--- config.mk ---
export PLATFORM = sky130hd
export DESIGN_NAME = mini_core_mc
export DESIGN_NICKNAME = d
export VERILOG_FILES = /design/src/rtl/mini_core_mc.sv
export SDC_FILE = /design/constraint.sdc
export NUM_CORES = 1
export LEC_CHECK = 0
export ABC_AREA = 1
export CAP_MARGIN = 20
export CORE_MARGIN = 10
export CORE_UTILIZATION = 35
export DETAILED_ROUTE_END_ITERATION = 8
export PLACE_DENSITY = 0.63
export SLEW_MARGIN = 20
export SYNTH_ARGS = -nofsm -noshare
export SYNTH_HDL_FRONTEND = slang
export SYNTH_SLANG_ARGS = --single-unit
--- constraint.sdc ---
create_clock -name clk -period 6.5 [get_ports clk]
set_input_delay 1.3 -clock clk [delete_from_list [all_inputs] [get_ports clk]]
set_output_delay 1.3 -clock clk [all_outputs]
set_load 0.05 [all_outputs]
--- src/rtl/mini_core_mc.sv ---
// Multi-cycle mini core: programmable imem, 4-entry register file, ALU, load/store dmem,
// branches and halt, sequenced by an IDLE/FETCH/EXEC/MEM/HALT state machine.
module mini_core_mc #(
    parameter int DATA_W  = 8,
    parameter int NREGS   = 4,
    parameter int IMEM_AW = 4,
    parameter int DMEM_AW = 4
) (
    input  logic               clk,
    input  logic               rst,
    input  logic               prog_we,
    input  logic [IMEM_AW-1:0] prog_addr,
    input  logic [15:0]        prog_data,
    input  logic               start,
    output logic               busy,
    output logic               halted,
    output logic               retire,
    output logic [IMEM_AW-1:0] pc_o,
    input  logic [1:0]         dbg_sel,
    output logic [DATA_W-1:0]  dbg_data
);

    typedef enum logic [2:0] {S_IDLE, S_FETCH, S_EXEC, S_MEM, S_HALT} state_t;

    localparam logic [3:0] OP_ADD  = 4'd0;
    localparam logic [3:0] OP_SUB  = 4'd1;
    localparam logic [3:0] OP_AND  = 4'd2;
    localparam logic [3:0] OP_OR   = 4'd3;
    localparam logic [3:0] OP_XOR  = 4'd4;
    localparam logic [3:0] OP_LDI  = 4'd5;
    localparam logic [3:0] OP_LD   = 4'd6;
    localparam logic [3:0] OP_ST   = 4'd7;
    localparam logic [3:0] OP_BEQZ = 4'd8;
    localparam logic [3:0] OP_JMP  = 4'd9;
    localparam logic [3:0] OP_HALT = 4'd15;

    state_t              state, state_nxt;
    logic [IMEM_AW-1:0]  pc;
    logic [15:0]         ir;
    logic [15:0]         imem [2**IMEM_AW];
    logic [DATA_W-1:0]   regs [NREGS];
    logic [DATA_W-1:0]   dmem [2**DMEM_AW];

    logic [3:0]          op;
    logic [1:0]          rd, rs1, rs2;
    logic [7:0]          imm8;
    logic [DATA_W-1:0]   rs1_val, rs2_val, imm_ext, alu_res;
    logic [DMEM_AW-1:0]  daddr;
    logic [IMEM_AW-1:0]  target;

    assign op      = ir[15:12];
    assign rd      = ir[11:10];
    assign rs1     = ir[9:8];
    assign rs2     = ir[7:6];
    assign imm8    = ir[7:0];
    assign rs1_val = regs[rs1];
    assign rs2_val = regs[rs2];
    assign imm_ext = DATA_W'(imm8);
    assign daddr   = rs1_val[DMEM_AW-1:0];
    assign target  = imm8[IMEM_AW-1:0];

    assign pc_o     = pc;
    assign dbg_data = regs[dbg_sel];

    always_comb begin
        // NOTE: every always_comb output gets a default first so no path can infer a latch.
        alu_res = '0;
        case (op)
            OP_ADD:  alu_res = rs1_val + rs2_val;
            OP_SUB:  alu_res = rs1_val - rs2_val;
            OP_AND:  alu_res = rs1_val & rs2_val;
            OP_OR:   alu_res = rs1_val | rs2_val;
            OP_XOR:  alu_res = rs1_val ^ rs2_val;
            default: alu_res = '0;
        endcase
    end

    always_ff @(posedge clk or posedge rst) begin
        // NOTE: state is updated with non-blocking assignments so every read sees pre-edge values.
        if (rst) state <= S_IDLE;
        else     state <= state_nxt;
    end

    always_comb begin
        state_nxt = state;
        case (state)
            S_IDLE:  if (start) state_nxt = S_FETCH;
            S_FETCH: state_nxt = S_EXEC;
            S_EXEC: begin
                if (op == OP_LD)        state_nxt = S_MEM;
                else if (op == OP_HALT) state_nxt = S_HALT;
                else                    state_nxt = S_FETCH;
            end
            S_MEM:   state_nxt = S_FETCH;
            S_HALT:  if (start) state_nxt = S_FETCH;
            default: state_nxt = S_IDLE;
        endcase
    end

    always_comb begin
        busy   = (state == S_FETCH) || (state == S_EXEC) || (state == S_MEM);
        halted = (state == S_HALT);
        retire = ((state == S_EXEC) && (op != OP_LD)) || (state == S_MEM);
    end

    // NOTE: imem has no reset so a loaded program survives rst; dmem and regs are cleared.
    always_ff @(posedge clk) begin
        if (prog_we && (state == S_IDLE || state == S_HALT))
            imem[prog_addr] <= prog_data;
    end

    always_ff @(posedge clk or posedge rst) begin
        if (rst) begin
            pc <= '0;
            ir <= '0;
            for (int i = 0; i < NREGS; i++)      regs[i] <= '0;
            for (int i = 0; i < 2**DMEM_AW; i++) dmem[i] <= '0;
        end else begin
            case (state)
                S_IDLE, S_HALT: if (start) pc <= '0;
                S_FETCH: ir <= imem[pc];
                S_EXEC: begin
                    pc <= pc + 1'b1;
                    case (op)
                        OP_ADD, OP_SUB, OP_AND, OP_OR, OP_XOR: regs[rd] <= alu_res;
                        OP_LDI:  regs[rd] <= imm_ext;
                        OP_ST:   dmem[daddr] <= rs2_val;
                        OP_BEQZ: if (rs1_val == '0) pc <= target;
                        OP_JMP:  pc <= target;
                        OP_HALT: pc <= pc;
                        default: ;
                    endcase
                end
                // Load data is written back one cycle after the address is presented.
                S_MEM: regs[rd] <= dmem[daddr];
                default: ;
            endcase
        end
    end

endmodule

**Yosys cells after proc, flatten, opt, wreduce, memory -nomap -nowiden**

Memory sizes are Yosys's and may differ from the RTL's. A register that Yosys moved wholly into a read port is not among the register bits.
Cells that the tools add are included.

- Add/subtract/negate cells: 3
- Magnitude comparators: 7
- Equality and inequality tests: 18
- Mux-type cells: 33
- Bitwise logic cells: 8
- Reductions and logical operators: 18

Operator list:

| cell | number |
|---|---|
| 128-bit bitwise mux | 1 |
| 32-bit one-hot mux with 2 select lines | 2 |
| 32-bit bitwise mux | 3 |
| 8-bit two-way mux | 10 |
| 8-bit binary-select mux with 2-bit select | 3 |
| 8-bit one-hot mux with 5 select lines | 1 |
| 8-bit binary-select mux with 4-bit select | 1 |
| 8-bit demux with 4-bit select | 1 |
| 8-bit demux with 2-bit select | 1 |
| 4-bit by 3-bit == test with 1-bit output, second input constant | 4 |
| 4-bit == test, second input constant | 3 |
| 3-bit >= comparator, second input constant | 4 |
| 2-bit NOT with 3-bit output | 4 |
| 3-bit one-hot mux with 4 select lines | 1 |
| 4-bit one-hot mux with 3 select lines | 1 |
| 3-bit two-way mux | 3 |
| 8-bit adder | 1 |
| 8-bit bitwise AND | 1 |
| 4-bit by 2-bit == test with 1-bit output, second input constant | 2 |
| 8-bit logical NOT | 1 |
| 4-bit two-way mux | 2 |
| 8-bit bitwise OR | 1 |
| 4-bit one-hot mux with 2 select lines | 1 |
| 8-bit subtractor | 1 |
| 24 further kinds | 34 |

- Bits in registers: 167
- RAM bits: 256
- Input bits: 26
- Output and inout port bits: 15
- Memories kept: 1

Memories:

| memory | words | bits a word | rd ports | clocked after Yosys merged registers in | wr ports | RTL line | text |
|---|---|---|---|---|---|---|---|
| imem | 16 | 16 | 1 | 1 | 1 | 40 | `logic [15:0] imem [2**IMEM_AW];` |

**Longest topological paths before layout**

- Word-level depth: 10
- Mapped depth: 24

**Worst setup path after synthesis**

Ideal clock, no wire load.

- Path kind: input to output
- Start: input port dbg_sel[0]
- End: output port dbg_data[5]
- Arrival time: 2.553 ns
- Required time: 5.200 ns
- Slack: 2.647 ns
- Cell stages on the path: 4
- Cell sequence: inv_1 clkbuf_1 o21ai_0 o22ai_1

- Cells in the longest elaborated chain, start to end: 4

Ends and longest elaborated chain:

| element | RTL line | text |
|---|---|---|
| from (decl) | 19 | `input logic [1:0] dbg_sel,` |
| 2-bit NOT with 3-bit output (not written as such) | 63 | `assign dbg_data = regs[dbg_sel];` |
| 8-bit binary-select mux with 2-bit select | 63 |  |
| 8-bit two-way mux (not written as such) (2 in series) | 63 |  |
| to (decl) | 20 | `output logic [DATA_W-1:0] dbg_data` |

Every way passes these cells. The select of a mux whose other input is x is not followed.

**Worst setup path after layout**

- Start: input port dbg_sel[0]
- End: output port dbg_data[0]

The elaborated chain is that of the path after synthesis.

==> metrics.log <==
[metrics] root buffer cell: sky130_fd_sc_hd__clkbuf_16
[metrics] die outline area: about 0.067 mm²
[metrics] total DRC errors in the routed layout: 0
[metrics] reg2reg end: regs[15]
[metrics] most common cell after layout, fill and taps aside: sky130_fd_sc_hd__nand2_1
[metrics] most frequent cells in the layout: sky130_fd_sc_hd__nand2_1 (437), sky130_fd_sc_hd__o21ai_0 (299), sky130_fd_sc_hd__edfxtp_1 (256), sky130_fd_sc_hd__nor2_1 (230), sky130_fd_sc_hd__dfrtp_1 (181)
[metrics] number of instances on the worst hold path: 2
[metrics] number of standard-cell rows in the floorplan: a little under 90
[metrics] Crit Path Category: in -> out
[metrics] Post-synth EDFFs: 256
[metrics] relative contribution of the clock network to total power: between 20% and 30%
[metrics] HPWL Detailed: approximately 34000 µm
[metrics] minimum clock period after layout: about 4.8 ns
[metrics] Critical Path Start Type: primary input
[metrics] non-filler cells, final: ~2800
[metrics] Worst EP required: roughly 5.2 ns
[metrics] fraction of layout instances using a drive strength above 1: roughly 8.3%
[metrics] switching power as a share of total power: approximately 45%
[metrics] proportion of synthesized chip area in sequential cells: about three fifths
[metrics] number of endpoints with negative hold slack in the final report: 0
[metrics] number of nets with antenna violations after routing: 0
[metrics] final hold slack: 0.483 ns
[metrics] latest clock arrival within the worst-skew pair: slightly below 0.6 ns
[metrics] post-CTS setup buffer count: 0
[metrics] die outline width: roughly 260 µm
[metrics] share of the synthesized area in the top cell type: between 30% and 40%
[metrics] Clock Sink Count: about 440
[metrics] NetSw: around 4.7 mW
[metrics] combinational group share of total power: 42.0%
[metrics] number of search-and-repair iterations in the first detailed-routing pass: 5
[metrics] Flop pwr share: 34.4%
[metrics] Primary FF master, synth: sky130_fd_sc_hd__edfxtp_1
[metrics] Hold Crit Endpoint: dmem[68]
[metrics] total negative slack for setup checks: 0 ns
[metrics] cell area after technology mapping: 0.0200 mm²
[metrics] pin count of the biggest net entering global routing: 184
[metrics] GR Util All Layers: roughly 16%
[metrics] post-layout utilization of the core: approximately two fifths
[metrics] drt wl/cell: ~20 µm
[metrics] Tightest Hold Check Type: reg -> reg
[metrics] R2R cell count: 16
[metrics] grt total ovfl: 0
[metrics] maximum root-to-sink buffer count: 3
[metrics] Die H: between 200 and 300 µm
[metrics] leakage component of the power: around 8.7 nW
[metrics] count of routing violations after the opening detailed-route iteration: ~1500
[metrics] number of max-cap violations: 0
[metrics] starting density of the core: 35.4%
[metrics] RSZ-0062 raised after global routing: no
[metrics] Yosys warnings: 0
[metrics] Final Routed Wirelength: roughly 56000 µm
[metrics] clock-pin slew reported for the worst setup and hold paths after clock tree synthesis: about 0.05 ns
[metrics] cells resized by post-CTS repair: 0
[metrics] area of the core: 0.0565 mm²
[metrics] wire length of the first global-routing pass: just under 90000 µm
[metrics] post-synthesis sequential element count: 439
[metrics] Worst Path Arrival: ~3.5 ns
[metrics] Internal Dissipation: slightly below 6 mW
[metrics] cell type with the largest total area after synthesis: sky130_fd_sc_hd__edfxtp_1
[metrics] CP endpoint kind: primary output
[metrics] io pins: roughly 40
[metrics] maximum net fanout on the critical path: 17
[metrics] number of vias in the routed layout: roughly 15000
[metrics] Mapped Cells: about 2000
[metrics] Via density: ~5.4
[metrics] count of input and output buffers: 40
[metrics] launch instance of the worst register-to-register path: ir[6]
[metrics] via count of the first global-routing pass: approximately 15000
[metrics] Avg Synthesized Cell Area: between 9 and 10 µm²
[metrics] ranking of synthesized cells by area: sky130_fd_sc_hd__edfxtp_1 (38%), sky130_fd_sc_hd__dfrtp_1 (23%), sky130_fd_sc_hd__nand2_1 (8.2%)
[metrics] fraction of the cycle the final worst path needs: 74.0%
[metrics] hold_buf cts: 0
[metrics] run status: complete, no violations
[metrics] number of instances in the placed design: 2750
[metrics] Max Clock Freq: slightly above 200 MHz
[metrics] TritonCTS clock tree: done
[metrics] max-slew headroom at the worst pin: 29.0%
[metrics] Max Slew Vio Count: 0
[metrics] min-delay src: dmem[68]
[metrics] H-tree Lvls: 2
[metrics] layout overhead on the synthesized area: 12.6%
[metrics] transition at the pin with the smallest max-transition slack: approximately 1.1 ns
[metrics] final layout net count: about 2100
[metrics] synthesized net count: around 2100
[metrics] # setup viols final: 0
[metrics] global placement routability congestion: slightly below 0.9
[metrics] total power per unit cell area: approximately 470 mW/mm²
[metrics] initial antenna violation count: 2
[metrics] number of buffers created by CTS: 45
[metrics] setup slack on the worst flop-to-flop path: 2.44 ns
[metrics] post-synthesis cell type count: between 40 and 50
[metrics] worst vdd rail ir drop: 269 µV
[metrics] asr flop ratio synth: roughly two fifths
[metrics] Post-Route Skew: roughly 0.049 ns
power by group through the flow:
| stage | Combinational, mW | Clock, mW | Sequential (mW) |
|---|---|---|---|
| 6_report | 4.46 | 2.50 | 3.65 |
| 5_1_grt | 4.94 | 2.67 | 3.69 |
| 4_1_cts | 4.43 | 2.54 | 3.64 |
| 3_5_place_dp | 4.41 | 0 | 3.69 |
| 3_3_place_gp | 4.31 | 0 | 3.68 |
| 2_1_floorplan | 3.21 | 0 | 3.54 |
sequential cells by signal, summed over array words and instances (netlist names):
| name | cells |
|---|---|
| pc_o | 4 |
| dmem | 128 |
| ir | 16 |
| regs | 32 |
| state | 3 |
| imem | 256 |
stage by stage:
step / cell area [µm²] / setup WS [ns] / power [mW]
global route: 22500 / 1.50 / 11.3
floorplan: 20000 / 0.228 / 6.75
detailed placement: 21100 / 1.72 / 8.10
CTS: 22500 / 1.72 / 10.6
global placement: 21100 / 1.83 / 8.00
finish: 22500 / 1.69 / 10.6
synth_stat cells, types with 9 or more instances:
cell type                   count
sky130_fd_sc_hd__nand2_1      437
sky130_fd_sc_hd__o21ai_0      299
sky130_fd_sc_hd__edfxtp_1     256
sky130_fd_sc_hd__nor2_1       246
sky130_fd_sc_hd__dfrtp_1      183
sky130_fd_sc_hd__nand3_1       90
sky130_fd_sc_hd__inv_1         86
sky130_fd_sc_hd__clkbuf_1      67
sky130_fd_sc_hd__o21ai_1       43
sky130_fd_sc_hd__o221ai_1      40
sky130_fd_sc_hd__a21oi_1       35
sky130_fd_sc_hd__o22ai_1       33
sky130_fd_sc_hd__nand4_1       28
sky130_fd_sc_hd__ha_1          25
sky130_fd_sc_hd__buf_2         24
sky130_fd_sc_hd__a2bb2oi_1     20
sky130_fd_sc_hd__nand2_2       18
sky130_fd_sc_hd__inv_2         14
sky130_fd_sc_hd__buf_4         12
sky130_fd_sc_hd__nor2_4         9
worst max path at each step:
stage                  end  cells after the start  startpoint
3_5_place_dp   dbg_data[0]                      5  dbg_sel[0]
6_report       dbg_data[0]                      5  dbg_sel[0]
3_3_place_gp   dbg_data[4]                      5  dbg_sel[0]
4_1_cts        dbg_data[3]                      5  dbg_sel[0]
2_1_floorplan      dmem[0]                      1         rst
5_1_grt        dbg_data[0]                      5  dbg_sel[0]
metal layers:
metal	global-route usage (%)	up-vias	routed length, µm
li1	-	7112	-
met1	22.0	7536	24100
met2	26.5	577	26100
met3	3.22	128	4110
met4	5.55	0	1800
met5	0	-	0
worst max-delay path, cell delays in order:
cell and delay (ns):
sky130_fd_sc_hd__clkdlybuf4s50_1 0.66, sky130_fd_sc_hd__inv_1 0.42, sky130_fd_sc_hd__o21ai_0 0.14, sky130_fd_sc_hd__o22ai_1 0.14, sky130_fd_sc_hd__clkdlybuf4s50_1 0.85
cells by family after synthesis:
kind of cell,after synthesis,synth area share [%]
XOR/XNOR,8,0.350
AO/OA/AOI/OAI,504,14.4
buffers and inverters,211,4.46
AND/OR/NAND/NOR,849,17.8
flip-flops,439,61.3
adder cells (fa/ha/maj),26,1.66
final cells by class:
cell class                 instances  area, µm²
clock buffer                      53       1180
tap                              756        946
clock inverter                    29        234
timing repair buffer              65        601
sequential                       439      12300
fill                            5465      34000
inverter                         103        395
antenna                            2       5.00
multi-input combinational       1387       6910
Note: power is estimated with default switching activity, not from simulation.
